`src/rtl/irq_eoi_controller_pkg.sv`:
```
// rtl/irq_eoi_controller_pkg.sv - shared types and default sizes for the IRQ/EOI sequencer
package irq_ctrl_pkg;

  localparam int N_IRQ_DEF       = 16;
  localparam int ID_W_DEF        = $clog2(N_IRQ_DEF);
  localparam int SYNC_STAGES_DEF = 2;
  localparam int EOI_CYCLES_DEF  = 4;

  typedef logic [ID_W_DEF-1:0] irq_id_t;

  typedef enum logic [1:0] {
    IDLE,
    PRESENT,
    SERVICE,
    EOI
  } ctrl_state_e;

endpackage

```
`src/rtl/irq_eoi_controller_if.sv`:
```
// rtl/irq_eoi_controller_if.sv - pad and core-side signal bundle of the IRQ/EOI sequencer
interface irq_eoi_controller_if #(
  parameter int N_IRQ = irq_ctrl_pkg::N_IRQ_DEF,
  parameter int ID_W  = $clog2(N_IRQ)
);
  import irq_ctrl_pkg::*;

  logic [N_IRQ-1:0] irq_i;
  logic [N_IRQ-1:0] mask_i;
  logic             irq_valid_o;
  logic [ID_W-1:0]  irq_id_o;
  logic             irq_ack_i;
  logic             eoi_i;
  logic [N_IRQ-1:0] eoi_o;
  logic [N_IRQ-1:0] pending_o;
  logic             busy_o;

  modport master (
    input  irq_i, mask_i, irq_ack_i, eoi_i,
    output irq_valid_o, irq_id_o, eoi_o, pending_o, busy_o
  );

  modport slave (
    output irq_i, mask_i, irq_ack_i, eoi_i,
    input  irq_valid_o, irq_id_o, eoi_o, pending_o, busy_o
  );

endinterface

```
`src/rtl/irq_eoi_controller_sync.sv`:
```
// rtl/irq_eoi_controller_sync.sv - multi-flop synchroniser with rising-edge detect per bit
module irq_sync
  import irq_ctrl_pkg::*;
#(
  parameter int W      = N_IRQ_DEF,
  parameter int STAGES = SYNC_STAGES_DEF
) (
  input  logic         clk,
  input  logic         rst,
  input  logic [W-1:0] din,
  output logic [W-1:0] rise
);

  logic [W-1:0] stage [STAGES];
  logic [W-1:0] last;

  always_ff @(posedge clk) begin
    if (rst) begin
      for (int s = 0; s < STAGES; s++) stage[s] <= '0;
      last <= '0;
    end else begin
      stage[0] <= din;
      for (int s = 1; s < STAGES; s++) stage[s] <= stage[s-1];
      last <= stage[STAGES-1];
    end
  end

  // last is cleared by reset, so a line already high at release reads as an edge
  assign rise = stage[STAGES-1] & ~last;

endmodule

```
`src/rtl/irq_eoi_controller.sv`:
```
// rtl/irq_eoi_controller.sv - IRQ pending/arbitration/EOI pulse sequencer
// Optional IRQ_ROUND_ROBIN_EN selects round-robin instead of lowest-index-first arbitration.
module irq_eoi_controller
  import irq_ctrl_pkg::*;
#(
  parameter int N_IRQ       = N_IRQ_DEF,
  parameter int ID_W        = $clog2(N_IRQ),
  parameter int SYNC_STAGES = SYNC_STAGES_DEF,
  parameter int EOI_CYCLES  = EOI_CYCLES_DEF
) (
  input  logic                  clk,
  input  logic                  rst,
  irq_eoi_controller_if.master  bus
);

  ctrl_state_e      state;
  logic [N_IRQ-1:0] rise;
  logic [N_IRQ-1:0] pending;
  logic [N_IRQ-1:0] eligible;
  logic [N_IRQ-1:0] clear;
  logic [N_IRQ-1:0] eoi_q;
  logic [ID_W-1:0]  irq_id;
  logic [ID_W-1:0]  winner;
  logic [7:0]       eoi_cnt;
  logic             valid_q;
  logic             ack_taken;

  irq_sync #(.W(N_IRQ), .STAGES(SYNC_STAGES)) u_sync (
    .clk  (clk),
    .rst  (rst),
    .din  (bus.irq_i),
    .rise (rise)
  );

  assign eligible  = pending & ~bus.mask_i;
  assign ack_taken = (state == PRESENT) && bus.irq_ack_i;
  assign clear     = ack_taken ? (N_IRQ'(1) << irq_id) : '0;

  // A fresh edge on the line being acknowledged keeps it pending
  always_ff @(posedge clk) begin
    if (rst) pending <= '0;
    else     pending <= (pending & ~clear) | rise;
  end

`ifdef IRQ_ROUND_ROBIN_EN
  logic [ID_W-1:0] last_grant;

  function automatic logic [ID_W-1:0] pick_rr(input logic [N_IRQ-1:0] e,
                                               input logic [ID_W-1:0]  last);
    logic [ID_W-1:0] w;
    logic            found;
    int              idx;
    w     = '0;
    found = 1'b0;
    for (int k = 1; k <= N_IRQ; k++) begin
      idx = (int'(last) + k) % N_IRQ;
      if (!found && e[idx]) begin
        w     = ID_W'(idx);
        found = 1'b1;
      end
    end
    return w;
  endfunction

  always_ff @(posedge clk) begin
    if (rst)            last_grant <= '0;
    else if (ack_taken) last_grant <= irq_id;
  end

  assign winner = pick_rr(eligible, last_grant);
`else
  function automatic logic [ID_W-1:0] pick_fixed(input logic [N_IRQ-1:0] e);
    logic [ID_W-1:0] w;
    w = '0;
    for (int i = N_IRQ - 1; i >= 0; i--) begin
      if (e[i]) w = ID_W'(i);
    end
    return w;
  endfunction

  assign winner = pick_fixed(eligible);
`endif

  always_ff @(posedge clk) begin
    if (rst) begin
      state   <= IDLE;
      irq_id  <= '0;
      valid_q <= 1'b0;
      eoi_q   <= '0;
      eoi_cnt <= '0;
    end else begin
      case (state)
        IDLE: begin
          if (|eligible) begin
            irq_id  <= winner;
            valid_q <= 1'b1;
            state   <= PRESENT;
          end
        end
        PRESENT: begin
          if (bus.irq_ack_i) begin
            valid_q <= 1'b0;
            state   <= SERVICE;
          end
        end
        SERVICE: begin
          if (bus.eoi_i) begin
            eoi_cnt <= 8'(EOI_CYCLES);
            eoi_q   <= N_IRQ'(1) << irq_id;
            state   <= EOI;
          end
        end
        EOI: begin
          // counter holds the number of pulse cycles still to be shown, including this one
          if (eoi_cnt == 8'd1) begin
            eoi_q   <= '0;
            eoi_cnt <= '0;
            state   <= IDLE;
          end else begin
            eoi_cnt <= eoi_cnt - 8'd1;
          end
        end
        default: state <= IDLE;
      endcase
    end
  end

  assign bus.irq_valid_o = valid_q;
  assign bus.irq_id_o    = irq_id;
  assign bus.eoi_o       = eoi_q;
  assign bus.pending_o   = pending;
  assign bus.busy_o      = (state != IDLE);

endmodule
```
`src/flat_wrapper.sv`:
```
// flat-port wrapper written by rule: the top's interface ports become plain ports
module irq_eoi_controller_flat import irq_ctrl_pkg::*;
#(
  parameter int N_IRQ       = N_IRQ_DEF,
  parameter int ID_W        = $clog2(N_IRQ),
  parameter int SYNC_STAGES = SYNC_STAGES_DEF,
  parameter int EOI_CYCLES  = EOI_CYCLES_DEF
)
  (clk, rst, bus_irq_i, bus_mask_i, bus_irq_ack_i, bus_eoi_i, bus_irq_valid_o, bus_irq_id_o, bus_eoi_o, bus_pending_o, bus_busy_o);
  irq_eoi_controller_if #(.N_IRQ(N_IRQ), .ID_W(ID_W)) bus_i ();
  input  logic clk;
  input  logic rst;
  input wire logic [$bits(bus_i.irq_i)-1:0] bus_irq_i;
  input wire logic [$bits(bus_i.mask_i)-1:0] bus_mask_i;
  input wire logic [$bits(bus_i.irq_ack_i)-1:0] bus_irq_ack_i;
  input wire logic [$bits(bus_i.eoi_i)-1:0] bus_eoi_i;
  output wire logic [$bits(bus_i.irq_valid_o)-1:0] bus_irq_valid_o;
  output wire logic [$bits(bus_i.irq_id_o)-1:0] bus_irq_id_o;
  output wire logic [$bits(bus_i.eoi_o)-1:0] bus_eoi_o;
  output wire logic [$bits(bus_i.pending_o)-1:0] bus_pending_o;
  output wire logic [$bits(bus_i.busy_o)-1:0] bus_busy_o;
  assign bus_i.irq_i = bus_irq_i;
  assign bus_i.mask_i = bus_mask_i;
  assign bus_i.irq_ack_i = bus_irq_ack_i;
  assign bus_i.eoi_i = bus_eoi_i;
  assign bus_irq_valid_o = bus_i.irq_valid_o;
  assign bus_irq_id_o = bus_i.irq_id_o;
  assign bus_eoi_o = bus_i.eoi_o;
  assign bus_pending_o = bus_i.pending_o;
  assign bus_busy_o = bus_i.busy_o;
  irq_eoi_controller #(.N_IRQ(N_IRQ), .ID_W(ID_W), .SYNC_STAGES(SYNC_STAGES), .EOI_CYCLES(EOI_CYCLES)) u_core (.clk(clk), .rst(rst), .bus(bus_i));
endmodule
```
`config.mk`:
```
export PLATFORM = sky130hd
export DESIGN_NAME = irq_eoi_controller_flat
export DESIGN_NICKNAME = d
export VERILOG_FILES = /design/src/rtl/irq_eoi_controller_pkg.sv /design/src/rtl/irq_eoi_controller_if.sv /design/src/rtl/irq_eoi_controller_sync.sv /design/src/rtl/irq_eoi_controller.sv /design/src/flat_wrapper.sv
export SDC_FILE = /design/constraint.sdc
export NUM_CORES = 1
export LEC_CHECK = 0
export CELL_PAD_IN_SITES_DETAIL_PLACEMENT = 0
export CELL_PAD_IN_SITES_GLOBAL_PLACEMENT = 1
export CORE_MARGIN = 2
export CORE_UTILIZATION = 29
export DETAILED_ROUTE_END_ITERATION = 8
export PLACE_DENSITY_LB_ADDON = 0.1
export SLEW_MARGIN = 10
export SYNTH_ARGS = -nofsm -noshare
export SYNTH_HDL_FRONTEND = slang
export SYNTH_SLANG_ARGS = --single-unit
```
`constraint.sdc`:
```
create_clock -name clk -period 2.42 [get_ports clk]
set_clock_uncertainty 0.2 [all_clocks]
set_input_delay 0.605 -clock clk [delete_from_list [all_inputs] [get_ports clk]]
set_output_delay 0.605 -clock clk [all_outputs]
set_load 0.05 [all_outputs]
```
==> Yosys cells after proc, flatten, opt, wreduce, memory -nomap -nowiden <==
Memory sizes are Yosys's and may differ from the RTL's.
Cells that the tools add are included.
W data, S select, Z words.
{ "word_totals": {"regBits": 63, "latch_bits": 0, "mem_bits_rw": 32, "rom_bits": 0, "input_bits": 36, "out_inout_bits": 38, "wordCells": 74, "mem_count": 1} }
{ "memory_table": {"columns": ["memory", "depth", "word_bits", "read_ports", "rd_clocked_by_memory_dff", "write_ports", "line_no", "rtl"], "rows": [
  ["u_core.u_sync.stage", 2, 16, 2, 0, 2, "irq_eoi_controller_sync.sv:14", "logic [W-1:0] stage [STAGES];"]
]} }
{ "op_classes": {"n_addsub": 1, "multipliers": 0, "div": 0, "n_lt_le_gt_ge": 0, "eq_ne": 8, "shift": 1, "muxes": 36, "bitwise_logic": 9, "n_reduce_logical": 11} }
{ "op_table": {"columns": ["op", "n"], "rows": [
  ["$mux W16", 5],
  ["$mux W4", 16],
  ["$and A16 B16 Y16", 3],
  ["$not A16 Y16", 3],
  ["$pmux W16 S2", 1],
  ["$mux W8", 2],
  ["$or A16 B16 Y16", 1],
  ["$pmux W8 S2", 1],
  ["$reduce_or A16 Y1", 1],
  ["$shl A1 B4 Y16 const A", 1],
  ["$eq A8 B1 Y1 const B", 1],
  ["$mux W2", 4],
  ["$pmux W2 S4", 1],
  ["$sub A8 B1 Y8 const B", 1],
  ["$reduce_and A3 Y1", 2],
  ["$reduce_bool A2 Y1", 3],
  ["$mux W1", 5],
  ["$eq A2 B2 Y1 const B", 2],
  ["$ne A2 B1 Y1 const B", 2],
  ["$ne A2 B2 Y1 const B", 2],
  ["$reduce_and A2 Y1", 2],
  ["$reduce_and A4 Y1", 1],
  ["$eq A2 B1 Y1 const B", 1],
  ["$logic_not A2 Y1", 1],
  ["other kinds (3)", 4]
]} }

==> Longest topological paths before layout <==
{ "depth": {"depth_word": 18, "depth_mapped": 8} }

==> Modules after synthesis <==
Synthesis repeated with hierarchy kept, for this count alone.
{ "hier_totals": {"hier_cells": 369, "area_unflattened_um2": 3603.5} }
{ "modules_own_cells": {"columns": ["module", "instances", "cells_per_inst", "area_each_um2", "seq_area_each_um2"], "rows": [
  ["irq_eoi_controller", 1, 252, 2198.4, 940.9],
  ["irq_sync", 1, 117, 1405.1, 960.9]
]} }

==> Worst setup path after synthesis <==
No wires, ideal clock.
{ "synth_path": {"path_type": "register to register", "from": "reg u_core.state[0]", "to": "reg u_core.eoi_cnt[7]", "arrival_time_ps": 1828, "required_ps": 2150, "slack_ps": 322, "stages_incl_launch_ff": 7, "synth_period_minus_slack_ps": 2098, "path_cell_list": "dfxtp_1 inv_1 ha_1 mux2i_1 or4_1 or3_2 a21oi_1"} }
{ "synth_via": {"elab_chain_cells": 3} }
{ "synth_lines": {"columns": ["element", "line_no", "rtl"], "rows": [
  ["start: declaration", "irq_eoi_controller.sv:16", "ctrl_state_e state;"],
  ["start signal: assignment", "irq_eoi_controller.sv:86", "state <= IDLE;"],
  ["start signal: assignment", "irq_eoi_controller.sv:97", "state <= PRESENT;"],
  ["start signal: assignment", "irq_eoi_controller.sv:103", "state <= SERVICE;"],
  ["$eq A2 B2 Y1", "irq_eoi_controller.sv:92", "case (state)"],
  ["$ne A2 B2 Y1 (no line) or $reduce_bool A2 Y1 (tied branches)", null, null],
  ["$reduce_and A2 Y1 (no line)", null, null],
  ["end signal: assignment", "irq_eoi_controller.sv:108", "eoi_cnt <= 8'(EOI_CYCLES);"],
  ["end signal: assignment", "irq_eoi_controller.sv:120", "eoi_cnt <= eoi_cnt - 8'd1;"],
  ["end: declaration", "irq_eoi_controller.sv:24", "logic [7:0] eoi_cnt;"]
]} }
Several ways; a longest one is shown, not always the timed one.
A chain may end at the register's enable or synchronous reset.

==> Final worst setup path <==
{ "layout_path": {"from": "reg u_core.pending[15] (netlist: u_core.bus.pending_o[15])", "to": "out bus_pending_o[15]"} }
{ "layout_rtl": {"columns": ["element", "line_no", "rtl"], "rows": [
  ["start: declaration", "irq_eoi_controller.sv:18", "logic [N_IRQ-1:0] pending;"],
  ["start signal: assignment", "irq_eoi_controller.sv:42", "else pending <= (pending & ~clear) | rise;"],
  ["end: declaration", "flat_wrapper.sv:20", "output wire logic [$bits(bus_i.pending_o)-1:0] bus_pending_o;"]
]} }
No word-level cell between the ends.

==> load_flow_metrics.sql <==
INSERT INTO impl_metrics (metric_group, metric, value, unit) VALUES
('outcome', 'result_of_the_run', 'complete, no violations', ''),
('drt', 'detail-route-antenna-nets', '0', ''),
('floorplanning', 'initial_utilization', '30.1', '%'),
('synthesis', 'yosys_warnings', '0', ''),
('worst_setup_path', 'path_buf_inv', '1', ''),
('worst_setup_path', 'critPathArrivalTime', '1.55', 'ns'),
('synthesis', 'post_synthesis_cells', '366', ''),
('drt', 'detailedRoute.firstIterationViolations', '140', ''),
('timing', 'fin_crit', '2.36', 'ns'),
('timing', 'worst_slew_pin_slew', '0.515', 'ns'),
('timing', 'slew_headroom', '65.7', '%'),
('worst_setup_path', 'worstSetupStartpointType', 'register', ''),
('power_and_ir_drop', 'vdd_ir_drop_max', '0.000475', 'V'),
('drt', 'via_count', '2741', ''),
('drt', 'drt_pre_antenna_iters', '6', ''),
('synthesis', 'seq_area_frac_synth', '54.7', '%'),
('timing', 'report.final.hold_viol_count', '0', ''),
('timing', 'drv_slew', '0', ''),
('placed_design', 'port_buffers', '73', ''),
('clock_tree', 'clock_transition_at_the_registers_of_the_reported_paths', '0.06', 'ns'),
('timing', 'max_freq', '424', 'MHz'),
('floorplanning', 'fp.dieH', '114', 'microns'),
('clock_tree', 'clock_tree.root_cell', 'sky130_fd_sc_hd__clkbuf_16', ''),
('timing', 'final-setup-viol-count', '0', ''),
('final_layout', 'instances_no_fill', '612', ''),
('drt', 'detail_route.wl_per_cell', '13.4', 'microns'),
('synthesis', 'async_reset_ff_share', '0', '%'),
('worst_setup_path', 'end_kind', 'output pin', ''),
('timing', 'layout_worst_path_cycle_share', '97.4', '%'),
('power_and_ir_drop', 'power-per-cell-area', '897', 'nW/um^2'),
('min_path', 'hold_path_class', 'reg2reg', ''),
('synthesis', 'post_synthesis_net_count', '408', ''),
('synthesis', 'ys_types', '40', ''),
('clock_tree', 'htree_num_levels', '3', ''),
('placed_design', 'gp_congestion', '0.805', ''),
('floorplanning', 'rows', '39', ''),
('synthesis', 'syn-cell-area', '3480', 'sq um'),
('flow_run', 'drv.max_cap_violation_count', '0', ''),
('floorplanning', 'fp.coreArea', '11600', 'sq um'),
('drt', 'via_per_inst', '4.48', ''),
('synthesis', 'synth_top_flop_cell', 'sky130_fd_sc_hd__dfxtp_1', ''),
('clock_tree', 'hold_buffers', '0', ''),
('clock_tree', 'clock_tree_from_tritoncts', 'yes', ''),
('clock_tree', 'cts-buffers-inserted', '9', ''),
('worst_setup_path', 'cp_slowest_stage_delay', '0.82', 'ns'),
('power_and_ir_drop', 'power', '4340', 'uW'),
('synthesis', 'syn-mean-instance-area', '9.50', 'sq um'),
('global_routing', 'grt_antenna_before_repair', '0', ''),
('worst_setup_path', 'cpMaxStageDelayCell', 'sky130_fd_sc_hd__clkdlybuf4s50_1', ''),
('drt', 'drc', '0', ''),
('worst_setup_path', 'path_class', 'reg2out', ''),
('global_routing', 'globalRouteOverflowTotal', '0', ''),
('worst_setup_path', 'worstPathMaxFanout', '4', ''),
('final_layout', 'drive_gt1_share', '11.1', '%'),
('clock_tree', 'cts.sinks', '95', ''),
('placed_design', 'numPlacedInstances', '597', ''),
('worst_setup_path', 'critical_path.cell_chain', 'clkdlybuf4s50_1', ''),
('global_routing', 'grt.total_usage', '13.5', '%'),
('synthesis', 'synth_seq_cells', '95', ''),
('floorplanning', 'dieWidth', '114', 'microns'),
('final_layout', 'final_core_util', '41.8', '%'),
('placed_design', 'dp_hpwl', '6020', 'microns'),
('clock_tree', 'worst_skew_pair.late_latency', '0.34', 'ns'),
('final_layout', 'antenna-diode-count', '0', ''),
('synthesis', 'synth_edf_count', '0', ''),
('power_and_ir_drop', 'p_leak', '0.00185', 'uW'),
('timing', 'rsz_0062_raised_after_global_routing', 'false', ''),
('final_layout', 'stdcell_area', '4840', 'sq um'),
('final_layout', 'final.fill_count', '1174', ''),
('worst_setup_path', 'cpLargestDelayFamily', 'buffers and inverters', ''),
('floorplanning', 'die_ar', '12900', 'sq um'),
('global_routing', 'pin_count_of_the_biggest_net_entering_global_routing', '52', ''),
('floorplanning', 'ioPinCount', '74', ''),
('clock_tree', 'cts.path.max_buffers', '2', ''),
('timing', 'timing.hold.ws', '0.233', 'ns'),
('placed_design', 'post_place_instance_area', '4530', 'sq um'),
('worst_setup_path', 'crit_required', '1.62', 'ns'),
('global_routing', 'grt_pass1_wl', '13500', 'microns'),
('drt', 'wire_length_reported_by_the_detailed_router', '8180', 'microns'),
('final_layout', 'finish.net_count', '507', ''),
('global_routing', 'vias_in_the_first_global_route', '2668', ''),
('worst_setup_path', 'r2r_slack', '0.25', 'ns'),
('final_layout', 'area_growth', '39.2', '%');
[cells in the final DEF (no fill, tap or decap), types with 2 or more instances in the layout]
| cell | n |
|---|---|
| sky130_fd_sc_hd__a2111oi_0 | 2 |
| sky130_fd_sc_hd__ha_1 | 6 |
| sky130_fd_sc_hd__nand2b_1 | 29 |
| sky130_fd_sc_hd__clkdlybuf4s50_1 | 64 |
| sky130_fd_sc_hd__inv_1 | 9 |
| sky130_fd_sc_hd__bufinv_16 | 2 |
| sky130_fd_sc_hd__nand2_1 | 29 |
| sky130_fd_sc_hd__nand3_1 | 8 |
| sky130_fd_sc_hd__o31ai_1 | 2 |
| sky130_fd_sc_hd__xor2_1 | 2 |
| sky130_fd_sc_hd__nor3_1 | 5 |
| sky130_fd_sc_hd__o41ai_1 | 2 |
| sky130_fd_sc_hd__clkbuf_16 | 9 |
| sky130_fd_sc_hd__nor4_1 | 4 |
| sky130_fd_sc_hd__nor2b_1 | 62 |
| sky130_fd_sc_hd__buf_4 | 31 |
| sky130_fd_sc_hd__dfxtp_1 | 95 |
| sky130_fd_sc_hd__xnor2_1 | 2 |
| sky130_fd_sc_hd__a21oi_1 | 28 |
| sky130_fd_sc_hd__and4_1 | 2 |
| sky130_fd_sc_hd__nor2_1 | 15 |
| sky130_fd_sc_hd__mux2i_1 | 2 |
| sky130_fd_sc_hd__o21ai_0 | 34 |
[kinds of logic (layout without fill, tap and decap cells)]
| logic type | count (synthesis) | after routing | synth area share (%) |
|---|---|---|---|
| AO/OA/AOI/OAI | 76 | 76 | 12.9 |
| AND/OR/NAND/NOR | 163 | 163 | 26.2 |
| flip-flops | 95 | 95 | 54.7 |
| adder cells (fa/ha/maj) | 6 | 6 | 2.16 |
| buffers and inverters | 19 | 122 | 2.09 |
| multiplexers | 3 | 3 | 0.900 |
| XOR/XNOR | 4 | 4 | 1.01 |
[routing by layer]
layer | vias up | part of all wire [%] | track usage, %
li1 | 1434 | - | -
met1 | 1240 | 47 | 16.7
met2 | 58 | 46 | 22.0
met3 | 9 | 5.1 | 5.21
met4 | 0 | 1.4 | 4.15
met5 | - | 0 | 0
[power by group]
group / internal [uW] / total [uW] / switching (uW)
Clock: 901 / 1490 / 588
Combinational: 452 / 1060 / 608
Sequential: 1690 / 1790 / 104
Total: 3040 / 4340 / 1300
[sequential cells by signal (all words and copies together), names as in the netlist]
register / flops
u_core.u_sync.stage: 32
u_core.bus.eoi_o: 16
u_core.bus.pending_o: 16
u_core.u_sync.last: 16
u_core.eoi_cnt: 8
u_core.bus.irq_id_o: 4
u_core.state: 2
u_core.bus.irq_valid_o: 1
[synthesized netlist by cell type (2+ instances only)]
cell / count / area (sq um)
sky130_fd_sc_hd__a2111oi_0: 2 / 17.5
sky130_fd_sc_hd__a21oi_1: 28 / 140
sky130_fd_sc_hd__and4_1: 2 / 17.5
sky130_fd_sc_hd__buf_1: 2 / 7.51
sky130_fd_sc_hd__clkbuf_1: 7 / 26.3
sky130_fd_sc_hd__dfxtp_1: 95 / 1900
sky130_fd_sc_hd__ha_1: 6 / 75.1
sky130_fd_sc_hd__inv_1: 9 / 33.8
sky130_fd_sc_hd__mux2i_1: 2 / 20.0
sky130_fd_sc_hd__nand2_1: 29 / 109
sky130_fd_sc_hd__nand2b_1: 29 / 181
sky130_fd_sc_hd__nand3_1: 8 / 40.0
sky130_fd_sc_hd__nor2_1: 15 / 56.3
sky130_fd_sc_hd__nor2b_1: 62 / 388
sky130_fd_sc_hd__nor3_1: 5 / 25.0
sky130_fd_sc_hd__nor4_1: 4 / 25.0
sky130_fd_sc_hd__o21ai_0: 34 / 170
sky130_fd_sc_hd__o31ai_1: 2 / 15.0
sky130_fd_sc_hd__o41ai_1: 2 / 17.5
sky130_fd_sc_hd__xnor2_1: 2 / 17.5
sky130_fd_sc_hd__xor2_1: 2 / 17.5
[final timing paths]
| check | from | endpoint | cells past startpoint |
|---|---|---|---|
| worst max-delay path | u_core.bus.pending_o[15] | bus_pending_o[15] | 1 |
| worst min-delay path | u_core.u_sync.stage[0][13] | u_core.u_sync.stage[0][29] | 1 |
| worst max register to register | u_core.state[0] | u_core.eoi_cnt[7] | 6 |
| worst min register to register | u_core.u_sync.stage[0][13] | u_core.u_sync.stage[0][29] | 1 |
[worst reg2reg max path, stage by stage, from the launching register on]
cell                      delay (ns)
sky130_fd_sc_hd__dfxtp_1        0.38
sky130_fd_sc_hd__inv_1          0.08
sky130_fd_sc_hd__ha_1           0.25
sky130_fd_sc_hd__mux2i_1        0.16
sky130_fd_sc_hd__or4_1          0.47
sky130_fd_sc_hd__or3_2          0.42
sky130_fd_sc_hd__a21oi_1        0.14
[layout make-up]
type / count / area, sq um / share of cell area, %
Clock buffer: 10 / 229 / 4.73
Inverter: 9 / 33.8 / 0.698
Clock inverter: 5 / 81.3 / 1.68
Sequential cell: 95 / 1900 / 39.3
Tap cell: 143 / 179 / 3.70
Multi-Input combinational cell: 252 / 1500 / 31.1
Timing Repair Buffer: 98 / 911 / 18.8
[stage by stage]
step	setup slack, ns	setup TNS (ns)
after floorplan	0.322	0
after global placement	-0.134	-0.604
after detailed placement	-0.178	-0.667
after CTS	0.0281	0
after global routing	0.00795	0
final	0.0627	0
[repair_timing]
item	in CTS	in global routing
buffers inserted	0	0
gates resized for setup	0	1
endpoints found under the hold margin	0	0
setup endpoints to repair	0	1
(Power assumes the default switching activity.)
